$ cat config.mk
export PLATFORM = sky130hd
export DESIGN_NAME = instruction_cache_assoc_flat
export DESIGN_NICKNAME = d
export VERILOG_FILES = /design/src/rtl/icache_pkg.sv /design/src/rtl/instruction_cache_assoc_if.sv /design/src/rtl/icache_way.sv /design/src/rtl/instruction_cache_assoc.sv /design/src/flat_wrapper.sv
export SDC_FILE = /design/constraint.sdc
export NUM_CORES = 2
export LEC_CHECK = 0
export CAP_MARGIN = 20
export CORE_ASPECT_RATIO = 2
export CORE_MARGIN = 2
export CORE_UTILIZATION = 60
export CTS_CLUSTER_DIAMETER = 80
export CTS_CLUSTER_SIZE = 14
export DETAILED_ROUTE_END_ITERATION = 8
export GPL_TIMING_DRIVEN = 0
export HOLD_SLACK_MARGIN = 0.03
export PLACE_DENSITY_LB_ADDON = 0.3
export SYNTH_ARGS = -nofsm -noshare
export SYNTH_HDL_FRONTEND = slang
export SYNTH_SLANG_ARGS = --single-unit
$ cat constraint.sdc
create_clock -name CLK -period 10 [get_ports CLK]
set_input_delay 1.5 -clock CLK [delete_from_list [all_inputs] [get_ports CLK]]
set_output_delay 1.5 -clock CLK [all_outputs]
set_load 0.01 [all_outputs]
$ cat src/rtl/icache_pkg.sv
// Shared types and width helpers for the set-associative instruction cache.
package icache_pkg;

  typedef enum logic [1:0] {
    IDLE      = 2'd0,
    READ_MEM  = 2'd1,
    UPDATE    = 2'd2,
    FLUSH_ALL = 2'd3
  } state_t;

  // Byte-offset width of a line: word select plus the two byte bits.
  function automatic int off_w(input int block_words);
    return $clog2(block_words) + 2;
  endfunction

  function automatic int idx_w(input int sets);
    return $clog2(sets);
  endfunction

  // Round-robin pointer width; a direct-mapped build still keeps one bit.
  function automatic int ptr_w(input int ways);
    return (ways > 1) ? $clog2(ways) : 1;
  endfunction

  // Word-select width; single-word lines keep a tied-off one-bit select.
  function automatic int wsel_w(input int block_words);
    return (block_words > 1) ? $clog2(block_words) : 1;
  endfunction

endpackage

$ cat src/rtl/instruction_cache_assoc_if.sv
// CPU fetch port and memory refill port of the instruction cache.
interface instruction_cache_assoc_if
  import icache_pkg::*;
#(
  parameter int ADDR_W      = 32,
  parameter int BLOCK_WORDS = 4
);
  localparam int OFF_W  = off_w(BLOCK_WORDS);
  localparam int LINE_W = 32 * BLOCK_WORDS;

  logic                    READ;
  logic [ADDR_W-1:0]       ADDRESS;
  logic                    FLUSH;
  logic [31:0]             READDATA;
  logic                    BUSYWAIT;
  logic [ADDR_W-OFF_W-1:0] MEM_ADDRESS;
  logic                    MEM_READ;
  logic [LINE_W-1:0]       MEM_READDATA;
  logic                    MEM_BUSYWAIT;
  logic [31:0]             HIT_COUNT;
  logic [31:0]             MISS_COUNT;

  // CPU + memory side (drives requests and refill data)
  modport master (
    output READ, ADDRESS, FLUSH, MEM_READDATA, MEM_BUSYWAIT,
    input  READDATA, BUSYWAIT, MEM_ADDRESS, MEM_READ, HIT_COUNT, MISS_COUNT
  );

  // Cache side
  modport slave (
    input  READ, ADDRESS, FLUSH, MEM_READDATA, MEM_BUSYWAIT,
    output READDATA, BUSYWAIT, MEM_ADDRESS, MEM_READ, HIT_COUNT, MISS_COUNT
  );
endinterface

$ cat src/rtl/icache_way.sv
// One way of the cache: SETS lines of {valid, tag, data} with a single
// write port and a combinational tag-compare / word-select read side.
module icache_way
  import icache_pkg::*;
#(
  parameter int SETS        = 8,
  parameter int IDX_W       = 3,
  parameter int TAG_W       = 25,
  parameter int BLOCK_WORDS = 4,
  parameter int WSEL_W      = 2
) (
  input  logic                     clk,
  input  logic                     clr,
  input  logic                     we,
  input  logic [IDX_W-1:0]         widx,
  input  logic [TAG_W-1:0]         wtag,
  input  logic [32*BLOCK_WORDS-1:0] wline,
  input  logic [IDX_W-1:0]         ridx,
  input  logic [TAG_W-1:0]         rtag,
  input  logic [WSEL_W-1:0]        rword,
  output logic                     valid,
  output logic                     match,
  output logic [31:0]              word
);
  logic [SETS-1:0]               valid_q;
  logic [TAG_W-1:0]              tag_q  [SETS];
  logic [BLOCK_WORDS-1:0][31:0]  data_q [SETS];
  logic [BLOCK_WORDS-1:0][31:0]  line_rd;

  // Valid bits: global clear beats a same-cycle fill.
  always_ff @(posedge clk) begin
    if (clr)
      valid_q <= '0;
    else if (we)
      valid_q[widx] <= 1'b1;
  end

  // Tag and data arrays carry no reset; only valid gates their use.
  always_ff @(posedge clk) begin
    if (we) begin
      tag_q[widx]  <= wtag;
      data_q[widx] <= wline;
    end
  end

  assign line_rd = data_q[ridx];
  assign valid   = valid_q[ridx];
  assign match   = valid_q[ridx] && (tag_q[ridx] == rtag);

  generate
    if (BLOCK_WORDS > 1) begin : g_multi
      assign word = line_rd[rword];
    end else begin : g_single
      logic unused_rword;
      assign unused_rword = ^rword;
      assign word = line_rd[0];
    end
  endgenerate

endmodule

$ cat src/rtl/instruction_cache_assoc.sv
// N-way set-associative read-only instruction cache: zero-wait hits,
// invalid-first / round-robin refill, deferred whole-cache flush, counters.
module instruction_cache_assoc
  import icache_pkg::*;
#(
  parameter int ADDR_W      = 32,
  parameter int SETS        = 8,
  parameter int WAYS        = 2,
  parameter int BLOCK_WORDS = 4
) (
  input logic                      CLK,
  input logic                      RESET_N,
  instruction_cache_assoc_if.slave bus
);
  localparam int OFF_W  = off_w(BLOCK_WORDS);
  localparam int IDX_W  = idx_w(SETS);
  localparam int TAG_W  = ADDR_W - IDX_W - OFF_W;
  localparam int LINE_W = 32 * BLOCK_WORDS;
  localparam int BLK_W  = ADDR_W - OFF_W;
  localparam int PTR_W  = ptr_w(WAYS);
  localparam int WSEL_W = wsel_w(BLOCK_WORDS);

  state_t state, nxt;

  logic [TAG_W-1:0]            tag;
  logic [IDX_W-1:0]            idx;
  logic [WSEL_W-1:0]           wsel;
  logic [1:0]                  unused_byte;

  logic [WAYS-1:0]             way_we;
  logic [WAYS-1:0]             way_valid;
  logic [WAYS-1:0]             hit_vec;
  logic [WAYS-1:0][31:0]       way_word;

  logic                        hit;
  logic [31:0]                 hit_word;
  logic [PTR_W-1:0]            vic;
  logic                        vic_by_ptr;

  logic [BLK_W-1:0]            mem_addr_q;
  logic [LINE_W-1:0]           line_q;
  logic [PTR_W-1:0]            vic_q;
  logic                        vic_ptr_q;
  logic [SETS-1:0][PTR_W-1:0]  rr_q;
  logic                        fp_q;
  logic [31:0]                 hit_cnt, miss_cnt;

  logic                        busy, mem_read, hit_go, miss_go, clr_all;
  logic [31:0]                 rdata;

  assign tag         = bus.ADDRESS[ADDR_W-1 -: TAG_W];
  assign idx         = bus.ADDRESS[OFF_W +: IDX_W];
  assign unused_byte = bus.ADDRESS[1:0];

  generate
    if (BLOCK_WORDS > 1) begin : g_wsel
      assign wsel = bus.ADDRESS[OFF_W-1:2];
    end else begin : g_wsel_tie
      assign wsel = '0;
    end
  endgenerate

  // Reset also wipes valid bits, so stale tags never hit afterwards.
  assign clr_all = !RESET_N || (state == FLUSH_ALL);

  icache_way #(
    .SETS(SETS), .IDX_W(IDX_W), .TAG_W(TAG_W),
    .BLOCK_WORDS(BLOCK_WORDS), .WSEL_W(WSEL_W)
  ) u_way [WAYS-1:0] (
    .clk   (CLK),
    .clr   (clr_all),
    .we    (way_we),
    .widx  (mem_addr_q[IDX_W-1:0]),
    .wtag  (mem_addr_q[BLK_W-1 -: TAG_W]),
    .wline (line_q),
    .ridx  (idx),
    .rtag  (tag),
    .rword (wsel),
    .valid (way_valid),
    .match (hit_vec),
    .word  (way_word)
  );

  // Hit select: lowest matching way wins should more than one ever match.
  always_comb begin
    hit      = 1'b0;
    hit_word = '0;
    for (int w = WAYS - 1; w >= 0; w--) begin
      if (hit_vec[w]) begin
        hit      = 1'b1;
        hit_word = way_word[w];
      end
    end
  end

  // Victim select: lowest invalid way, else the set's round-robin pointer.
  always_comb begin
    vic        = rr_q[idx];
    vic_by_ptr = 1'b1;
    for (int w = WAYS - 1; w >= 0; w--) begin
      if (!way_valid[w]) begin
        vic        = PTR_W'(w);
        vic_by_ptr = 1'b0;
      end
    end
  end

  // Refill write strobe for the registered victim.
  always_comb begin
    way_we = '0;
    for (int w = 0; w < WAYS; w++)
      way_we[w] = (state == UPDATE) && (vic_q == PTR_W'(w));
  end

  // State register.
  always_ff @(posedge CLK) begin
    if (!RESET_N)
      state <= IDLE;
    else
      state <= nxt;
  end

  // Next state and CPU/memory outputs; a pending flush outranks a miss.
  always_comb begin
    nxt      = state;
    busy     = bus.READ && !((state == IDLE) && hit && !fp_q);
    rdata    = '0;
    mem_read = 1'b0;
    hit_go   = 1'b0;
    miss_go  = 1'b0;
    if (bus.READ && !busy)
      rdata = hit_word;
    case (state)
      IDLE: begin
        if (fp_q)
          nxt = FLUSH_ALL;
        else if (bus.READ && hit)
          hit_go = 1'b1;
        else if (bus.READ) begin
          miss_go = 1'b1;
          nxt     = READ_MEM;
        end
      end
      READ_MEM: begin
        mem_read = 1'b1;
        if (!bus.MEM_BUSYWAIT)
          nxt = UPDATE;
      end
      UPDATE:    nxt = IDLE;
      FLUSH_ALL: nxt = IDLE;
      default:   nxt = IDLE;
    endcase
  end

  // Control registers: flush request, miss address/victim, pointers, counters.
  always_ff @(posedge CLK) begin
    if (!RESET_N) begin
      fp_q       <= 1'b0;
      mem_addr_q <= '0;
      vic_q      <= '0;
      vic_ptr_q  <= 1'b0;
      rr_q       <= '0;
      hit_cnt    <= '0;
      miss_cnt   <= '0;
    end else begin
      if (bus.FLUSH)
        fp_q <= 1'b1;
      else if (state == FLUSH_ALL)
        fp_q <= 1'b0;
      if (hit_go)
        hit_cnt <= hit_cnt + 32'd1;
      if (miss_go) begin
        miss_cnt   <= miss_cnt + 32'd1;
        mem_addr_q <= bus.ADDRESS[ADDR_W-1:OFF_W];
        vic_q      <= vic;
        vic_ptr_q  <= vic_by_ptr;
      end
      if ((state == UPDATE) && vic_ptr_q)
        rr_q[mem_addr_q[IDX_W-1:0]] <= (vic_q == PTR_W'(WAYS - 1)) ? '0 : vic_q + 1'b1;
    end
  end

  // Refill line captured on the edge memory reports done.
  always_ff @(posedge CLK) begin
    if ((state == READ_MEM) && !bus.MEM_BUSYWAIT)
      line_q <= bus.MEM_READDATA;
  end

  assign bus.BUSYWAIT    = busy;
  assign bus.READDATA    = rdata;
  assign bus.MEM_READ    = mem_read;
  assign bus.MEM_ADDRESS = mem_addr_q;
  assign bus.HIT_COUNT   = hit_cnt;
  assign bus.MISS_COUNT  = miss_cnt;

endmodule

$ cat src/flat_wrapper.sv
// flat-port wrapper written by rule: the top's interface ports become plain ports
module instruction_cache_assoc_flat import icache_pkg::*;
#(
  parameter int ADDR_W      = 32,
  parameter int SETS        = 8,
  parameter int WAYS        = 2,
  parameter int BLOCK_WORDS = 4
)
  (CLK, RESET_N, bus_READ, bus_ADDRESS, bus_FLUSH, bus_MEM_READDATA, bus_MEM_BUSYWAIT, bus_READDATA, bus_BUSYWAIT, bus_MEM_ADDRESS, bus_MEM_READ, bus_HIT_COUNT, bus_MISS_COUNT);
  instruction_cache_assoc_if #(.ADDR_W(ADDR_W), .BLOCK_WORDS(BLOCK_WORDS)) bus_i ();
  input logic CLK;
  input logic RESET_N;
  input wire logic [$bits(bus_i.READ)-1:0] bus_READ;
  input wire logic [$bits(bus_i.ADDRESS)-1:0] bus_ADDRESS;
  input wire logic [$bits(bus_i.FLUSH)-1:0] bus_FLUSH;
  input wire logic [$bits(bus_i.MEM_READDATA)-1:0] bus_MEM_READDATA;
  input wire logic [$bits(bus_i.MEM_BUSYWAIT)-1:0] bus_MEM_BUSYWAIT;
  output wire logic [$bits(bus_i.READDATA)-1:0] bus_READDATA;
  output wire logic [$bits(bus_i.BUSYWAIT)-1:0] bus_BUSYWAIT;
  output wire logic [$bits(bus_i.MEM_ADDRESS)-1:0] bus_MEM_ADDRESS;
  output wire logic [$bits(bus_i.MEM_READ)-1:0] bus_MEM_READ;
  output wire logic [$bits(bus_i.HIT_COUNT)-1:0] bus_HIT_COUNT;
  output wire logic [$bits(bus_i.MISS_COUNT)-1:0] bus_MISS_COUNT;
  assign bus_i.READ = bus_READ;
  assign bus_i.ADDRESS = bus_ADDRESS;
  assign bus_i.FLUSH = bus_FLUSH;
  assign bus_i.MEM_READDATA = bus_MEM_READDATA;
  assign bus_i.MEM_BUSYWAIT = bus_MEM_BUSYWAIT;
  assign bus_READDATA = bus_i.READDATA;
  assign bus_BUSYWAIT = bus_i.BUSYWAIT;
  assign bus_MEM_ADDRESS = bus_i.MEM_ADDRESS;
  assign bus_MEM_READ = bus_i.MEM_READ;
  assign bus_HIT_COUNT = bus_i.HIT_COUNT;
  assign bus_MISS_COUNT = bus_i.MISS_COUNT;
  instruction_cache_assoc #(.ADDR_W(ADDR_W), .SETS(SETS), .WAYS(WAYS), .BLOCK_WORDS(BLOCK_WORDS)) u_core (.CLK(CLK), .RESET_N(RESET_N), .bus(bus_i));
endmodule
==> impl_results.md <==
- #FFs+latches synth: 2,697
- Pleak: 36.9 nW
- Crit-path cells: clkdlybuf4s50_1, buf_2, buf_4, buf_4, buf_2, mux4_2, mux2i_1, xor2_1, o2111ai_1, nor4_2, buf_2, nor2_1, buf_2, a21oi_1, nor4_2, clkdlybuf4s50_1
- Seq/Total Area, Yosys: about 78%
- Gr usage total: 33.0%
- Reg2reg end: u_core.bus.MEM_ADDRESS[13]$_SDFFE_PN0P_
- Area Overhead vs Synth: 14.8%
- Slowest stage delay, CP: 0.84 ns
- Num rows: 215
- Die Span Y: 590 µm
- CTS root buffer: clkbuf_16
- Final Wtd Congestion: ~0.89
- Fin. Hold Viols: 0
- Final total power: 21.4 mW
- Crit path DAT: 8.72 ns
- Crit path depth: 16
- First-pass GRT wire length: just over 400,000 µm
- Measured slew at the worst slew-check pin: 1.26 ns
- Cell mode on critical path: buf_2
- Vias in the first global route: approximately 55,000
- CTS tree: yes
- Min cycle time layout: approximately 10 ns
- Ys flop type: edfxtp_1
- Capture point of the worst path: bus_READDATA[10]
- Layout net count: around 5,500
- CP Buf/Inv Count: 8
- Final Max Slew Viols: 0
- Clock H-tree levels: 4
- Pre-CTS WS: -0.191 ns
- DRT Wirelength: slightly below 300,000 µm
- CTS buffer count: around 220
- Worst path top cell family by delay: buffers and inverters
- Synth Instances: ~4,600
- Ys async rst share: 0%
- Synth unique cells: just over 60
- Post-synth EDFFs: 2,576
- Largest net degree at the start of global routing: 52
- Worst Hold Class: register to register
- Core area: approximately 170,000 µm²
- Crit-path max FO: 10
- Startpoint Class: input pin
- Fraction of layout cells with a size suffix above 1: between 20% and 30%
- Initial antenna violation count: 9
- PortBufs: 284
- Net count after synthesis: approximately 4,800
- Final setup viols: 10
- Setup Skew: approximately 0.058 ns
- Routed len/inst: 38.3 µm
- Worst rel slew slack: 15.8%
- Setup ws final: -0.216 ns
- Die area: 175,000 µm²
- Netlist Area Pre-Place: between 100,000 and 150,000 µm²
- Initial Util: 60.2%
- Commonest non-fill, non-tap cell in the layout: edfxtp_1
- CTS sink cnt: ~2,700
- Dpl hpwl: approximately 170,000 µm
- DR vias: roughly 55,000
- Clk slew on worst S/H paths: 0.07 ns
- Clock latency at the later pin of the worst-skew pair: about 0.88 ns
- Start point of the critical path: bus_ADDRESS[6]
- Most frequent cells in the layout: 2,576 x edfxtp_1, 706 x mux4_2, 284 x clkdlybuf4s50_1
- Syn Area/Cell: 22.4 µm²
- CP Class: input pin to primary output
- RR Startpoint: u_core.u_way[0].tag_q[4][15]$_DFFE_PP_
- Pwr dens: between 150 and 200 nW/µm²
- CP max stage cell: a21oi_1
- Syn. warnings: 0
- Max cap viols: 0
- RSZ-0062 raised after global routing: yes
- Worst IR Drop VDD: slightly above 0.0002 V
- Failing checks: negative setup slack
- FF-to-FF setup slack: 5.41 ns
- Post-route ant nets: 0
- Max clock buf depth: 4
- Die X: slightly below 300 µm
- Tcrit/Tclk final: 102%
- Status: finished with violations
- Hold Crit Depth: 1
- FF-to-FF path depth: 11
- Req. time, crit path: roughly 8.5 ns
- Drt pass-1 iters: 8
- DR vias/cell: about 7.2
- Fmax achieved: just under 100 MHz
- Crit. End Element: primary output
- I/O pins: just under 300
- Total gr overflow: 0
- Final routed DRC violation total: 0
- Initial DRC Count: ~8,600
==> through the flow <==
step | cell area [µm²] | hold slack [ns] | setup TNS, ns | cells | utilization (%)
floorplan | 103000 | 0.435 | 0 | 4595 | -
global placement | 109000 | 0.442 | - | 7157 | 63.5
detailed placement | 112000 | 0.453 | -0.790 | 7323 | 65.5
CTS | 118000 | 0.472 | 0 | 7597 | 68.9
global route | 118000 | 0.492 | -0.323 | 7620 | 69.1
finish | 118000 | 0.472 | -1.30 | 7626 | 69.1
==> power breakdown <==
part / total [mW] / internal [mW] / switching [mW]
registers: 12.6 / 12.4 / 0.151
clock network: 7.69 / 3.95 / 3.74
logic: 1.16 / 0.510 / 0.653
total: 21.4 / 16.9 / 4.54
==> worst min-delay path by stage <==
stage / end / startpoint / slack [ns]
CTS: u_core.u_way[1].valid_q[1]$_SDFFE_PP0P_ / u_core.u_way[1].valid_q[1]$_SDFFE_PP0P_ / 0.47
floorplan: u_core.u_way[0].valid_q[2]$_SDFFE_PP0P_ / u_core.u_way[0].valid_q[2]$_SDFFE_PP0P_ / 0.44
global placement: u_core.u_way[0].valid_q[2]$_SDFFE_PP0P_ / u_core.u_way[0].valid_q[2]$_SDFFE_PP0P_ / 0.44
finish: u_core.u_way[1].valid_q[1]$_SDFFE_PP0P_ / u_core.u_way[1].valid_q[1]$_SDFFE_PP0P_ / 0.47
global route: u_core.u_way[1].valid_q[0]$_SDFFE_PP0P_ / u_core.u_way[1].valid_q[0]$_SDFFE_PP0P_ / 0.49
detailed placement: u_core.u_way[0].valid_q[2]$_SDFFE_PP0P_ / u_core.u_way[0].valid_q[2]$_SDFFE_PP0P_ / 0.45
==> state kept, by name (all words and copies together), names as in the netlist <==
name / cells
u_core.bus.MISS_COUNT: 32
u_core.line_q: 128
u_core.vic_ptr_q: 1
u_core.u_way.data_q: 2048
u_core.vic_q: 1
u_core.bus.MEM_ADDRESS: 28
u_core.u_way.tag_q: 400
u_core.u_way.valid_q: 16
u_core.rr_q: 8
u_core.state: 2
u_core.bus.HIT_COUNT: 32
u_core.fp_q: 1
==> kinds of logic (layout without fill, tap and decap cells) <==
kind of cell | after synthesis | after routing | synth area share, %
adder cells (fa/ha/maj) | 2 | 2 | 0.0243
AO/OA/AOI/OAI | 297 | 297 | 1.77
AND/OR/NAND/NOR | 436 | 436 | 2.42
other | 0 | 7 | 0
multiplexers | 823 | 823 | 16.6
XOR/XNOR | 43 | 43 | 0.366
buffers and inverters | 297 | 1043 | 1.23
flip-flops | 2697 | 2697 | 77.6
==> cells in the mapped netlist (24+ instances only) <==
master / count / area [µm²]
edfxtp_1: 2576 / 77400
mux4_2: 706 / 15900
clkbuf_1: 129 / 484
dfxtp_1: 121 / 2420
mux2i_1: 96 / 961
o21ai_0: 90 / 450
a21oi_1: 87 / 435
nand3_1: 68 / 340
nand2_1: 64 / 240
buf_1: 59 / 221
inv_1: 51 / 191
nor2_1: 46 / 173
buf_2: 39 / 195
nor4_1: 36 / 225
nor3_1: 33 / 165
nor3b_1: 32 / 240
or3_1: 29 / 181
xor2_1: 28 / 245
nand4_1: 25 / 156
or4_1: 24 / 180
==> layer usage <==
metal / up-vias / track usage [%] / share of wire, %
met4: 6 / 18.6 / 6.3
li1: 20700 / - / -
met5: - / 0 / 0.012
met3: 941 / 6.65 / 12
met1: 28200 / 42.9 / 33
met2: 5082 / 53.0 / 49
==> final cells by class <==
class	count	area [µm²]
Sequential cell	2697	79800
Fill cell	9840	52700
Multi-Input combinational cell	1601	22000
Timing Repair Buffer	472	6360
Clock buffer	268	5710
Tap cell	2278	2850
Buffer	246	1080
Inverter	51	191
Clock inverter	6	58.8
Antenna cell	7	17.5
==> worst reg2reg max path: cells and delay by family, from the launching register on <==
kind / cells / cell delay, ns
buf+inv: 2 / 1.19
compound gates: 1 / 0.11
simple gates: 5 / 1.67
mux: 2 / 0.69
flops: 1 / 0.37
xor+xnor: 1 / 0.48
==> repair_timing <==
item | 4_1_cts | 5_1_grt
endpoints found under the setup margin | 14 | 14
gates resized for setup | 7 | 10
hold buffers | 0 | 0
pin swaps | 0 | 0
cloned | 0 | 0
buffers inserted | 0 | 0
(Power assumes the default switching activity.)
